==> src/rtl/otter_crypto_pkg.sv <==
// Shared types and constants for the OTTER ENCRY sequencer.
// Latency: n/a (declarations only).
// Backpressure: n/a.
package otter_crypto_pkg;

    typedef enum logic [1:0] {
        IDLE  = 2'd0,
        ROUND = 2'd1,
        DONE  = 2'd2
    } crypto_state_t;

    localparam logic [31:0] CRYPTO_DELTA = 32'h9E3779B9;
    localparam int          CRYPTO_ROT   = 3;

    localparam logic MODE_ENC = 1'b0;
    localparam logic MODE_DEC = 1'b1;

endpackage

==> src/rtl/otter_crypto_round.sv <==
// One combinational ARX round; decrypt path built only with CRYPTO_DECRYPT_EN.
// Latency: 0 cycles (pure combinational).
// Backpressure: none; the caller decides when the result is registered.
module otter_crypto_round (
    input  logic [31:0] x,
    input  logic [31:0] k_i,
    input  logic        mode,
    output logic [31:0] x_n
);
    import otter_crypto_pkg::*;

    logic [31:0] enc_t;
`ifdef CRYPTO_DECRYPT_EN
    logic [31:0] dec_t;
`else
    logic unused_mode;
    assign unused_mode = mode;
`endif

    always_comb begin
        enc_t = x ^ k_i;
        x_n   = ((enc_t << CRYPTO_ROT) | (enc_t >> (32 - CRYPTO_ROT))) + k_i;
`ifdef CRYPTO_DECRYPT_EN
        // Exact inverse of the encrypt round: undo the add, then the rotate, then the xor.
        dec_t = x - k_i;
        if (mode == MODE_DEC) begin
            x_n = ((dec_t >> CRYPTO_ROT) | (dec_t << (32 - CRYPTO_ROT))) ^ k_i;
        end
`endif
    end

endmodule

==> src/rtl/otter_crypto_seq.sv <==
// Multi-round ENCRY sequencer (decrypt support under CRYPTO_DECRYPT_EN).
// Latency: NUM_ROUNDS+1 cycles from the start edge to the one-cycle CS_DONE.
// Backpressure: CS_START ignored while CS_BUSY; CS_ABORT cancels ROUND silently.
module otter_crypto_seq #(
    parameter int NUM_ROUNDS = 4
) (
    input  logic        CS_CLK,
    input  logic        CS_RESET,
    input  logic        CS_START,
    input  logic        CS_ABORT,
    input  logic        CS_MODE,
    input  logic [31:0] CS_DATA,
    input  logic [31:0] CS_KEY,
    output logic        CS_BUSY,
    output logic        CS_DONE,
    output logic [31:0] CS_RESULT
);
    import otter_crypto_pkg::*;

    localparam int             RW     = (NUM_ROUNDS > 1) ? $clog2(NUM_ROUNDS) : 1;
    localparam logic [RW-1:0]  R_LAST = RW'(NUM_ROUNDS - 1);

    crypto_state_t state_q, state_d;
    logic [31:0]   x_q, x_d, k_q, k_d, result_q, result_d;
    logic [RW-1:0] r_q, r_d;
    logic          mode_q, mode_d;
    logic [31:0]   idx, k_i, x_round;

`ifndef CRYPTO_DECRYPT_EN
    logic unused_cs_mode;
    assign unused_cs_mode = CS_MODE;
`endif

    // Decrypt walks the key schedule backwards so it undoes encrypt round by round.
    always_comb begin
        idx = 32'(r_q);
`ifdef CRYPTO_DECRYPT_EN
        if (mode_q == MODE_DEC) begin
            idx = 32'(NUM_ROUNDS - 1) - 32'(r_q);
        end
`endif
        k_i = k_q ^ (idx * CRYPTO_DELTA);
    end

    otter_crypto_round u_round (
        .x    (x_q),
        .k_i  (k_i),
        .mode (mode_q),
        .x_n  (x_round)
    );

    always_comb begin
        state_d  = state_q;
        x_d      = x_q;
        k_d      = k_q;
        r_d      = r_q;
        mode_d   = mode_q;
        result_d = result_q;
        case (state_q)
            IDLE: begin
                if (CS_START && !CS_ABORT) begin
                    state_d = ROUND;
                    x_d     = CS_DATA;
                    k_d     = CS_KEY;
                    r_d     = '0;
`ifdef CRYPTO_DECRYPT_EN
                    mode_d  = CS_MODE;
`else
                    mode_d  = MODE_ENC;
`endif
                end
            end
            ROUND: begin
                if (CS_ABORT) begin
                    state_d = IDLE;
                end else begin
                    x_d = x_round;
                    // Hold the counter on the last round so it never wraps.
                    if (r_q == R_LAST) begin
                        state_d  = DONE;
                        result_d = x_round;
                    end else begin
                        r_d = r_q + RW'(1);
                    end
                end
            end
            DONE:    state_d = IDLE;
            default: state_d = IDLE;
        endcase
    end

    always_ff @(posedge CS_CLK or posedge CS_RESET) begin
        if (CS_RESET) begin
            state_q  <= IDLE;
            x_q      <= '0;
            k_q      <= '0;
            r_q      <= '0;
            mode_q   <= MODE_ENC;
            result_q <= '0;
        end else begin
            state_q  <= state_d;
            x_q      <= x_d;
            k_q      <= k_d;
            r_q      <= r_d;
            mode_q   <= mode_d;
            result_q <= result_d;
        end
    end

    assign CS_BUSY   = (state_q != IDLE);
    assign CS_DONE   = (state_q == DONE);
    assign CS_RESULT = result_q;

endmodule

==> config.mk <==
export PLATFORM = sky130hd
export DESIGN_NAME = otter_crypto_seq
export DESIGN_NICKNAME = d
export VERILOG_FILES = /design/src/rtl/otter_crypto_pkg.sv /design/src/rtl/otter_crypto_round.sv /design/src/rtl/otter_crypto_seq.sv
export SDC_FILE = /design/constraint.sdc
export NUM_CORES = 1
export LEC_CHECK = 0
export BUFFER_PORTS_ARGS = -buffer_cell sky130_fd_sc_hd__clkbuf_2
export CAP_MARGIN = 20
export CORE_ASPECT_RATIO = 1.25
export CORE_MARGIN = 5
export CORE_UTILIZATION = 50
export DETAILED_ROUTE_END_ITERATION = 6
export PLACE_DENSITY = 0.78
export REMOVE_ABC_BUFFERS = 1
export SETUP_SLACK_MARGIN = 0.3
export SYNTH_ARGS = -nofsm -noshare
export SYNTH_HDL_FRONTEND = slang
export SYNTH_SLANG_ARGS = --single-unit
==> constraint.sdc <==
create_clock -name CS_CLK -period 4 [get_ports CS_CLK]
set_input_delay 0.4 -clock CS_CLK [delete_from_list [all_inputs] [get_ports CS_CLK]]
set_output_delay 0.4 -clock CS_CLK [all_outputs]
set_load 0.005 [all_outputs]
==> results.py <==
metrics = {
    "die": {
        "ios": 103,
        "rows": 45,
        "core_um2": 12110,
        "start_util": 0.5098,
        "die_h_um": 134.2,
        "dieArea_um2": 14680,
        "die_w_um": 109.4,
    },
    "synth": {
        "synth.distinct_cells": 52,
        "async_flop_share": 1.000,
        "synth-seq-cells": 100,
        "yosysSeqAreaShare": 0.4055,
        "syn_inst": 715,
        "avgSynthCellArea_um2": 8.631,
        "synth_edf_count": 0,
        "synth_area_um2": 6171,
        "ys_warn_count": 0,
        "synth_ff_type": "dfrtp_1",
    },
    "sta": {
        "fin_ws_ns": 0.3990,
        "finalSetupViolations": 0,
        "finalCriticalPeriod_ns": 3.601,
        "finalHoldViolCount": 0,
        "finalCritPeriodShare": 0.9003,
        "relSlewSlack": 0.3506,
        "worstMarginPinSlew_ns": 0.9741,
        "rsz0062_at_grt": "yes",
        "max_freq_ghz": 0.2777,
        "slew_viol_final": 0,
        "fin_skew_ns": 0.007229,
    },
    "clocking": {
        "path_clk_slew_ns": 0.07,
        "cts_htree_levels": 3,
        "ctsHoldBuffers": 0,
        "clk_path_buf_depth": 2,
        "cts_buffers": 9,
        "root_buffer": "clkbuf_16",
        "cts_tree": "done",
        "cts_sinks": 100,
        "clk_latency_ns": 0.35,
    },
    "layout": {
        "num_antenna_cells": 0,
        "fin_area_um2": 7276,
        "fill_cells": 1120,
        "syn2layout_area_growth_pct": 17.90,
        "final_layout_size_suffix_gt1_frac": 0.2069,
        "nets": 915,
    },
    "drt": {
        "wl_mm": 16.24,
        "drc_errors": 0,
        "drt-vias-per-instance": 5.436,
        "post_drt_wl_per_cell_um": 16.64,
        "dr_total_vias": 5306,
        "drtPass1Iterations": 5,
        "drtAntennaViolNets": 0,
        "drt-initial-drc-count": 283,
    },
    "placed_design": {
        "gp_congestion": 0.9117,
        "placed_area_um2": 6838,
        "dp_slack_ns": 0.3645,
        "port_buffers": 101,
        "dp_hpwl_mm": 11.91,
    },
    "worst_setup_path": {
        "crit_chain": "ha_2, xor2_2, xor2_1, ha_2, fa_2, a21o_1, a221o_1, a41o_1, o221ai_2, nand2b_1, a21oi_2, xor2_1, o21ai_1",
        "endpoint_kind": "register",
        "cp-start-kind": "register",
        "crit_required_ns": 4.22,
        "critical_path.max_fanout": 5,
        "worst_path_largest_cell_delay_ns": 0.44,
        "arrival_ns": 3.82,
        "slowest_stage": "dfrtp_2",
        "crit_type": "reg -> reg",
    },
    "run_status": {
        "run_status": "completed",
    },
    "job": {
        "max_cap_viol_count": 0,
    },
    "global_routing": {
        "grt_use_total": 0.2269,
        "grt_max_degree": 84,
        "grt_overflow_total": 0,
        "first_global_vias": 5245,
        "antenna_found_initial": 0,
        "grt_pass1_wl_mm": 26.12,
    },
    "min_path": {
        "hold_path_class": "in -> async",
    },
}
-- critical path, delay by kind of cell (launching register included) --
family	cells	cell delay (ns)
xor gates and xnor gates	3	0.63
DFF	1	0.44
and+or+nand+nor	1	0.17
AOI/OAI and AO/OA	6	1.46
adders and majority gates	3	0.77
-- through the flow --
| stage | utilization | instances | hold WS (ns) | setup TNS (ns) |
|---|---|---|---|---|
| global route | 0.6010 | 976 | 0.04707 | 0 |
| detailed placement | 0.5649 | 955 | 0.4696 | 0 |
| CTS | 0.5910 | 970 | 0.2332 | 0 |
| finish | 0.6010 | 976 | 0.01518 | 0 |
| floorplan | - | 678 | 0.4652 | -14.53 |
| global placement | 0.5649 | 955 | 0.4631 | 0 |
-- cell usage after synthesis (all sizes together), types with 5 or more instances --
library cell | number | area, um^2
xor2 | 63 | 551.8
o21a | 6 | 45.04
a21o | 6 | 45.04
ha | 37 | 462.9
xnor2 | 30 | 270.3
o22ai | 11 | 68.82
nand4 | 6 | 37.54
nand2 | 172 | 645.6
buf | 7 | 32.53
clkbuf | 30 | 113.9
o21ai | 71 | 355.3
inv | 8 | 30.03
and3 | 5 | 31.28
dfrtp | 100 | 2502
nand3 | 7 | 35.03
a21oi | 65 | 340.3
nor2 | 39 | 146.4
-- layout by cell type, fill, tap and decap left out, types with 2 or more instances in the layout --
cell type | synthesis | final
nand2_1 | 172 | 171
clkbuf_2 | 1 | 101
dfrtp_1 | 100 | 99
o21ai_0 | 67 | 65
a21oi_1 | 63 | 61
xor2_1 | 63 | 61
nor2_1 | 39 | 38
ha_1 | 37 | 31
xnor2_1 | 29 | 28
buf_4 | 0 | 17
o22ai_1 | 11 | 11
clkbuf_16 | 0 | 9
nand3_1 | 7 | 7
inv_1 | 8 | 7
o21a_1 | 6 | 6
nand4_1 | 6 | 6
a21o_1 | 6 | 6
o21ai_1 | 4 | 6
ha_2 | 0 | 6
and3_1 | 5 | 5
o21bai_1 | 4 | 4
nand2b_1 | 3 | 3
a211oi_1 | 3 | 3
a21oi_2 | 1 | 3
mux2_2 | 3 | 3
o221ai_2 | 3 | 3
nor2b_1 | 3 | 3
o211ai_1 | 3 | 3
a22oi_1 | 3 | 3
or2_2 | 2 | 2
nor3_1 | 2 | 2
and2_1 | 2 | 2
a31oi_1 | 2 | 2
xnor2_2 | 1 | 2
xor2_2 | 0 | 2
mux2i_1 | 2 | 2
clkbuf_8 | 0 | 2
clkinv_2 | 0 | 2
-- cell type report --
class | count | area (um^2) | share of cell area
Tap cell | 164 | 205.2 | 0.02820
Clock inverter | 4 | 48.80 | 0.006707
Timing Repair Buffer | 119 | 660.6 | 0.09080
Multi-Input combinational cell | 570 | 3572 | 0.4910
Sequential cell | 100 | 2504 | 0.3441
Inverter | 8 | 32.53 | 0.004471
Clock buffer | 11 | 252.7 | 0.03474
-- logic make-up after synthesis --
group	share of synthesized area
muxes	0.008718
AOI/OAI and AO/OA	0.1788
buffers and inverters	0.02859
xor gates and xnor gates	0.1332
adders and majority gates	0.07826
and+or+nand+nor	0.1669
DFF	0.4055
-- layer usage --
metal	wire length, um	track usage	share of wire
met5	0	0	0
met4	360	0.06653	0.022
met3	659	0.03178	0.041
met2	8023	0.3849	0.49
met1	7199	0.2999	0.44
-- final timing paths --
| path | start | end | slack, ns | cells past startpoint |
|---|---|---|---|---|
| setup / recovery | r_q[1] | x_q[30] | 0.40 | 13 |
| hold / removal | CS_RESET | CS_RESULT[31] | 0.02 | 2 |
| setup reg to reg | r_q[1] | x_q[30] | 0.40 | 13 |
| hold reg to reg | CS_RESULT[9] | CS_RESULT[9] | 0.48 | 2 |
| max in group asynchronous | CS_RESET | CS_RESULT[17] | 3.09 | 4 |
| min in group CS_CLK | CS_KEY[18] | k_q[18] | 0.24 | 3 |
-- what timing repair did --
action	in CTS	in global routing
setup buffers	0	5
endpoints found under the hold margin	0	0
resized for setup	2	16
setup endpoints to repair	8	17
pin swaps	1	9
-- sequential cells by signal, summed over array words and instances, names as in the netlist --
name,cells
CS_RESULT,32
k_q,32
r_q,2
state_q,2
x_q,32
Power is left out: the tool's default activity adds up to more than one toggle a clock period on the data nets, which glitch-free logic cannot reach.
